`src/rtl/router_local_port_if.sv`:
```
// Link and crossbar signal bundle for router_local_port.
// The master side is the router endpoint itself; the slave side is the
// environment (NIC link plus router crossbar).
interface router_local_port_if;
  logic        polarity;
  logic        net_so;
  logic [63:0] net_do;
  logic        net_ro;
  logic        net_si;
  logic [63:0] net_di;
  logic        net_ri;
  logic        xb_req_vld;
  logic [63:0] xb_req_data;
  logic        xb_req_gnt;
  logic        xb_dlv_vld;
  logic [63:0] xb_dlv_data;
  logic        xb_dlv_rdy;
  logic        vc_err;

  modport master (
    output polarity,
    input  net_so, net_do,
    output net_ro,
    output net_si, net_di,
    input  net_ri,
    output xb_req_vld, xb_req_data,
    input  xb_req_gnt,
    input  xb_dlv_vld, xb_dlv_data,
    output xb_dlv_rdy,
    output vc_err
  );

  modport slave (
    input  polarity,
    output net_so, net_do,
    input  net_ro,
    input  net_si, net_di,
    output net_ri,
    input  xb_req_vld, xb_req_data,
    output xb_req_gnt,
    output xb_dlv_vld, xb_dlv_data,
    input  xb_dlv_rdy,
    input  vc_err
  );
endinterface

```
`src/rtl/router_local_port.sv`:
```
// router_local_port: router-side endpoint of the NIC-to-router link.
// One 64-bit packet buffer per VC per direction. The link serves VC
// 'polarity' while the crossbar serves the other VC, so both sides can
// transfer in the same cycle without touching the same buffer.
// Optional feature: define LOCAL_PORT_VC_CHECK_EN to drop NIC packets whose
// bit 63 disagrees with the current polarity and raise a sticky vc_err.
module router_local_port (
  input  logic                 clk,
  input  logic                 reset,
  router_local_port_if.master  port
);

  typedef enum logic {
    PH_EVEN = 1'b0,
    PH_ODD  = 1'b1
  } phase_t;

  phase_t      phase;

  logic [63:0] in_buf  [2];
  logic [1:0]  in_full;
  logic [63:0] out_buf [2];
  logic [1:0]  out_full;

  logic        p;
  logic        q;
  logic        link_in_take;
  logic        link_in_store;
  logic        link_out_take;
  logic        xb_in_take;
  logic        xb_out_take;
  logic        vc_bad;

  // Phase decode: link VC and crossbar VC are always opposite.
  always_comb begin
    p = (phase == PH_ODD);
    q = ~p;
  end

  // Handshake decode and combinational outputs, all from registers plus
  // the partner's handshake inputs.
  always_comb begin
    port.polarity    = p;
    port.net_ro      = ~in_full[p];
    port.net_si      = out_full[p] & port.net_ri;
    port.net_di      = '0;
    if (out_full[p] && port.net_ri)
      port.net_di    = out_buf[p];
    port.xb_req_vld  = in_full[q];
    port.xb_req_data = '0;
    if (in_full[q])
      port.xb_req_data = in_buf[q];
    port.xb_dlv_rdy  = ~out_full[q];

    link_in_take  = port.net_so & ~in_full[p];
    link_out_take = out_full[p] & port.net_ri;
    xb_in_take    = in_full[q] & port.xb_req_gnt;
    xb_out_take   = port.xb_dlv_vld & ~out_full[q];

`ifdef LOCAL_PORT_VC_CHECK_EN
    vc_bad        = port.net_do[63] != p;
`else
    vc_bad        = 1'b0;
`endif
    link_in_store = link_in_take & ~vc_bad;
  end

  // Link phase register: toggles every cycle out of reset.
  always_ff @(posedge clk or posedge reset) begin
    if (reset) begin
      phase <= PH_EVEN;
    end else begin
      phase <= (phase == PH_EVEN) ? PH_ODD : PH_EVEN;
    end
  end

  // Inbound buffers: filled from the link on VC p, drained by crossbar on VC q.
  always_ff @(posedge clk or posedge reset) begin
    if (reset) begin
      in_full   <= '0;
      in_buf[0] <= '0;
      in_buf[1] <= '0;
    end else begin
      if (link_in_store) begin
        in_buf[p]  <= port.net_do;
        in_full[p] <= 1'b1;
      end
      if (xb_in_take) begin
        in_full[q] <= 1'b0;
      end
    end
  end

  // Outbound buffers: filled by crossbar on VC q, drained to the link on VC p.
  // A delivery whose bit 63 disagrees with q is still stored under q.
  always_ff @(posedge clk or posedge reset) begin
    if (reset) begin
      out_full   <= '0;
      out_buf[0] <= '0;
      out_buf[1] <= '0;
    end else begin
      if (xb_out_take) begin
        out_buf[q]  <= port.xb_dlv_data;
        out_full[q] <= 1'b1;
      end
      if (link_out_take) begin
        out_full[p] <= 1'b0;
      end
    end
  end

`ifdef LOCAL_PORT_VC_CHECK_EN
  logic vc_err_q;

  // Sticky VC-mismatch flag, cleared only by reset.
  always_ff @(posedge clk or posedge reset) begin
    if (reset) begin
      vc_err_q <= 1'b0;
    end else if (link_in_take && vc_bad) begin
      vc_err_q <= 1'b1;
    end
  end

  // Drive the flag onto the bundle.
  always_comb begin
    port.vc_err = vc_err_q;
  end
`else
  // Mismatch checking disabled: flag held low.
  always_comb begin
    port.vc_err = 1'b0;
  end
`endif

endmodule
```
`src/flat_wrapper.sv`:
```
// flat-port wrapper written by rule: the top's interface ports become plain ports
module router_local_port_flat 
  (clk, reset, port_polarity, port_net_so, port_net_do, port_net_ro, port_net_si, port_net_di, port_net_ri, port_xb_req_vld, port_xb_req_data, port_xb_req_gnt, port_xb_dlv_vld, port_xb_dlv_data, port_xb_dlv_rdy, port_vc_err);
  router_local_port_if port_i ();
  input  logic clk;
  input  logic reset;
  output wire logic [$bits(port_i.polarity)-1:0] port_polarity;
  input wire logic [$bits(port_i.net_so)-1:0] port_net_so;
  input wire logic [$bits(port_i.net_do)-1:0] port_net_do;
  output wire logic [$bits(port_i.net_ro)-1:0] port_net_ro;
  output wire logic [$bits(port_i.net_si)-1:0] port_net_si;
  output wire logic [$bits(port_i.net_di)-1:0] port_net_di;
  input wire logic [$bits(port_i.net_ri)-1:0] port_net_ri;
  output wire logic [$bits(port_i.xb_req_vld)-1:0] port_xb_req_vld;
  output wire logic [$bits(port_i.xb_req_data)-1:0] port_xb_req_data;
  input wire logic [$bits(port_i.xb_req_gnt)-1:0] port_xb_req_gnt;
  input wire logic [$bits(port_i.xb_dlv_vld)-1:0] port_xb_dlv_vld;
  input wire logic [$bits(port_i.xb_dlv_data)-1:0] port_xb_dlv_data;
  output wire logic [$bits(port_i.xb_dlv_rdy)-1:0] port_xb_dlv_rdy;
  output wire logic [$bits(port_i.vc_err)-1:0] port_vc_err;
  assign port_polarity = port_i.polarity;
  assign port_i.net_so = port_net_so;
  assign port_i.net_do = port_net_do;
  assign port_net_ro = port_i.net_ro;
  assign port_net_si = port_i.net_si;
  assign port_net_di = port_i.net_di;
  assign port_i.net_ri = port_net_ri;
  assign port_xb_req_vld = port_i.xb_req_vld;
  assign port_xb_req_data = port_i.xb_req_data;
  assign port_i.xb_req_gnt = port_xb_req_gnt;
  assign port_i.xb_dlv_vld = port_xb_dlv_vld;
  assign port_i.xb_dlv_data = port_xb_dlv_data;
  assign port_xb_dlv_rdy = port_i.xb_dlv_rdy;
  assign port_vc_err = port_i.vc_err;
  router_local_port u_core (.clk(clk), .reset(reset), .port(port_i));
endmodule
```
`config.mk`:
```
export PLATFORM = sky130hd
export DESIGN_NAME = router_local_port_flat
export DESIGN_NICKNAME = d
export VERILOG_FILES = /design/src/rtl/router_local_port_if.sv /design/src/rtl/router_local_port.sv /design/src/flat_wrapper.sv
export SDC_FILE = /design/constraint.sdc
export NUM_CORES = 1
export LEC_CHECK = 0
export BUFFER_PORTS_ARGS = -buffer_cell sky130_fd_sc_hd__buf_2
export CORE_ASPECT_RATIO = 0.7
export CORE_MARGIN = 5
export CORE_UTILIZATION = 41
export CTS_CLUSTER_SIZE = 25
export DETAILED_ROUTE_END_ITERATION = 8
export SLEW_MARGIN = 40
export SYNTH_ARGS = -nofsm -noshare
export SYNTH_HDL_FRONTEND = slang
export SYNTH_SLANG_ARGS = --single-unit
```
`constraint.sdc`:
```
create_clock -name clk -period 22.7 [get_ports clk]
set_input_delay 5.675 -clock clk [delete_from_list [all_inputs] [get_ports clk]]
set_output_delay 5.675 -clock clk [all_outputs]
set_load 0.05 [all_outputs]
```
==> Yosys cells after proc, flatten, opt, wreduce, memory -nomap -nowiden <==
Index checks and enable logic that the tools add are counted.
{ "op_classes": {"muxes": 31, "n_reduce_logical": 5, "magnitude_cmp": 8, "bitwise_logic": 15} }
{ "op_table": {"columns": ["op", "n"], "rows": [
  ["$mux 64", 10],
  ["$bwmux 128", 2],
  ["$demux 64 s1", 2],
  ["$mux 1", 11],
  ["$mux 2", 4],
  ["$logic_and 1x1->1", 5],
  ["$and 1x1->1", 4],
  ["$and 2x2->2", 2],
  ["$ge 2x2->1 const B", 2],
  ["$lt 1x2->1 const B", 2],
  ["$lt 2x1->1 const B", 2],
  ["$not 1->2", 2],
  ["$not 2->2", 2],
  ["$or 2x2->2", 2],
  ["$not 1->1", 3],
  ["$demux 1 s1", 2],
  ["$ge 1x1->1 const B", 2]
]} }
{ "word_totals": {"out_inout_bits": 134, "register_bits": 261, "word_cells": 66, "inputBits": 134} }

==> Logic depth before layout (Yosys ltp) <==
{ "logic_depth": {"depth_word": 9, "depth_mapped": 5, "depth_no_buf": 2} }

==> Worst setup path before layout <==
Ideal clock, no wire load.
{ "synth_timing": {"kind": "in2out", "start": "in port_net_ri", "end": "out port_net_di[10]", "required_time_ps": 17025, "stages": 3, "slack_ps": 9740, "arrival_time_ps": 7285, "path_cell_list": "clkbuf_1 > clkbuf_1 > a21boi_0"} }
{ "synth_via": {"elab_chain_cells": 2} }
{ "synth_rtl": {"columns": ["element", "line", "rtl"], "rows": [
  ["from (decl)", "flat_wrapper.sv:13", "input wire logic [$bits(port_i.net_ri)-1:0] port_net_ri;"],
  ["$logic_and 1x1->1", "router_local_port.sv:47", "if (out_full[p] && port.net_ri)"],
  ["$mux 64", "router_local_port.sv:47", null],
  ["to (decl)", "flat_wrapper.sv:12", "output wire logic [$bits(port_i.net_di)-1:0] port_net_di;"]
]} }
Every way passes these cells.

==> Worst setup path in the final report <==
{ "layout_timing": {"start": "in port_net_ri", "end": "out port_net_di[33]"} }
The elaborated chain is that of the path after synthesis.

==> qor.csv <==
stage,metric,value,unit
floorplanning,die area,34100,um2
setup_path,R2R Path End,u_core.out_buf[57],
finish,"Core Util, Final",49.4,%
clock_network,post-CTS setup buffers,0,
placed_design,hpwl dp,18900,um
logic_synthesis,predominant post-synthesis flop cell,dfrtp_1,
finish,multi-input combinational cell area,5380,um2
global_route,global-route wire length before repair,49100,um
sta,Max Fclk,0.0787,GHz
sta,final setup fails,0,
finish,area delta synth->final,18.8,%
detailed_routing,DRT Wirelength,30900,um
setup_path,Critical Path Source Type,input port,
sta,post-route setup TNS,0,ns
logic_synthesis,sequential area share after synthesis,52.2,%
outcome,status,completed,
finish,Final nets,1244,
floorplanning,Die H,156,um
setup_path,"Data required, critical path",17.02,ns
setup_path,internal reg-to-reg setup slack,20.23,ns
detailed_routing,initial DRC count,450,
sta,clk_skew,0.00624,ns
finish,register area,6540,um2
logic_synthesis,Post-Syn Area,12500,um2
sta,Worst slew margin,49.0,%
clock_network,number of hold buffers added after cts,0,
logic_synthesis,Yosys cell types,26,
clock_network,CTS tree,built,
clock_network,Worst-Skew Late Latency,0.54,ns
power_and_ir_drop,VDD IR max,0.0522,mV
detailed_routing,Final ANT Viol Nets,0,
logic_synthesis,syn_area_per_cell,14.1,um2
logic_synthesis,most common cell in the netlist,dfrtp_1,
sta,Max Slew Vio Count,0,
clock_network,CTS Buf Count,27,
detailed_routing,drt wl/cell,20.0,um
detailed_routing,DRC Markers,0,
logic_synthesis,Mapped Nets,1018,
global_route,number of global-route vias before repair,8690,
logic_synthesis,most instantiated cells after synthesis,"261 x dfrtp_1, 136 x mux2_2, 120 x mux2_4",
clock_network,PostCTS Resize Cnt,0,
sta,setup ws final,9.99,ns
clock_network,Num Clock Sinks,261,
detailed_routing,Vias/cell,5.26,
power_and_ir_drop,LEAKAGE,0.00694,uW
floorplanning,Site Rows,53,
detailed_routing,DR vias,8118,
hold_path,hold_sp,u_core.out_buf[10],
clock_network,root buffer selected by CTS,clkbuf_16,
setup_path,Setup CP Type,input port to output port,
setup_path,Max Fanout on Critical Path,67,
logic_synthesis,proportion of synthesized flip-flops having asynchronous set or reset,100,%
logic_synthesis,Yosys reg bits,261,
hold_path,hold depth,1,
logic_synthesis,Synth area leader,dfrtp_1,
setup_path,Critical R2R Launch,u_core.port.polarity,
setup_path,cells on worst reg2reg path,4,
placed_design,IO Port Bufs,266,
setup_path,critical path capture point type,output port,
floorplanning,placeable core area,30000,um2
finish,layout cell share with drive strength beyond 1,52.5,%
power_and_ir_drop,total power draw,1350,uW
finish,fill count,2699,
power_and_ir_drop,pwr dens,91.1,nW/um2
placed_design,pre-CTS WS,10.01,ns
floorplanning,Initial Utilization,41.6,%
detailed_routing,Pre-Repair DR Iteration Count,4,
sta,RSZ-0062 raised after global routing,false,
logic_synthesis,Synth Instances,884,
logic_synthesis,Post-synth EDFFs,0,
logic_synthesis,synth top area cells,"dfrtp_1 52%, mux2_4 14%, mux2_2 12%, nand3b_1 4.0%, a21boi_0 3.4%",
sta,Worst-Margin Slew,0.765,ns
sta,final period utilization,56.0,%
clock_network,clk buf depth,3,
global_route,initial antenna violation count,5,
job,MaxCap Viol Count,0,
placed_design,Final GP Congestion,0.759,
floorplanning,die width,219,um
hold_path,WHS Endpoint,u_core.out_buf[10],
clock_network,H-tree depth,1,
floorplanning,I/O Pins,268,
hold_path,type of the tightest min-delay check,flip-flop to flip-flop,
logic_synthesis,top cell type's share of synthesized area,52.2,%
setup_path,"Arr. time, crit path",7.03,ns
global_route,largest net degree at the start of global routing,118,
global_route,GR Util All Layers,17.7,%
global_route,residual overflow from global routing,0,
clock_network,clock transition at the registers of the reported paths,0.06,ns
logic_synthesis,Ys Warns,0,
sta,minimum clock period,12.71,ns
setup_path,Critical Path Source,port_net_ri,
sta,Hold Fails Final Rpt,0,
==> worst max-delay path: stages <==
cell and delay, ns:
buf_2 0.07, buf_4 0.51, a21boi_0 0.41, buf_2 0.34
==> how the worst max path moves through the flow <==
stage / to / slack, ns
floorplan: port_net_di[10] / 9.74
global placement: port_net_di[33] / 10.0
detailed placement: port_net_di[33] / 10.01
CTS: port_net_di[33] / 10.0
global route: port_net_di[62] / 9.91
finish: port_net_di[33] / 9.99
==> metal layers <==
| layer | GRT usage [%] | share of wire [%] | up-vias |
|---|---|---|---|
| met2 | 27.8 | 45 | 197 |
| met3 | 4.48 | 5.8 | 57 |
| met4 | 3.95 | 2.1 | 6 |
| li1 | - | - | 3708 |
| met1 | 25.2 | 47 | 4150 |
| met5 | 0 | 0.11 | - |
==> final cells by class <==
class	instances	area share, %
antenna	2	0.0337
clock buffer	36	5.11
clock inverter	13	1.04
inverter	6	0.244
multi-input combinational	532	36.2
sequential	261	44.0
tap	412	3.47
timing repair buffer	282	9.90
==> cells by family after synthesis <==
family,after synthesis,share of synthesized area (%)
AO/OA/AOI/OAI,134,9.00
buffers and inverters,91,4.87
flip-flops,261,52.2
multiplexers,259,26.9
other,1,0.0300
AND/OR/NAND/NOR,138,6.95
==> report_power, final <==
group          internal, uW  switching [uW]  total [uW]
Combinational           128             185         314
Sequential              538            42.8         581
Clock                   269             189         459
==> state kept, by name, summed over array words and instances, names as in the netlist <==
name / cells
u_core.in_buf: 128
u_core.port.polarity: 1
u_core.out_full: 2
u_core.in_full: 2
u_core.out_buf: 128
==> per-stage QoR <==
stage,cells,instance area (um2),hold slack [ns]
2_1_floorplan,884,12500,0.480
3_3_place_gp,1493,13900,0.489
3_5_place_dp,1493,13900,0.494
4_1_cts,1542,14800,0.510
5_1_grt,1543,14900,0.515
6_report,1544,14900,0.507
==> cell usage in the layout (no fill, tap or decap), types with 23 or more instances in the layout <==
| cell | n |
|---|---|
| a21boi_0 | 57 |
| dfrtp_1 | 258 |
| a32o_1 | 41 |
| buf_2 | 266 |
| a22o_1 | 23 |
| clkbuf_16 | 27 |
| nand3b_1 | 66 |
| mux2_4 | 120 |
| nand3_1 | 64 |
| mux2_2 | 136 |
Note: power is estimated with default switching activity, not from simulation.
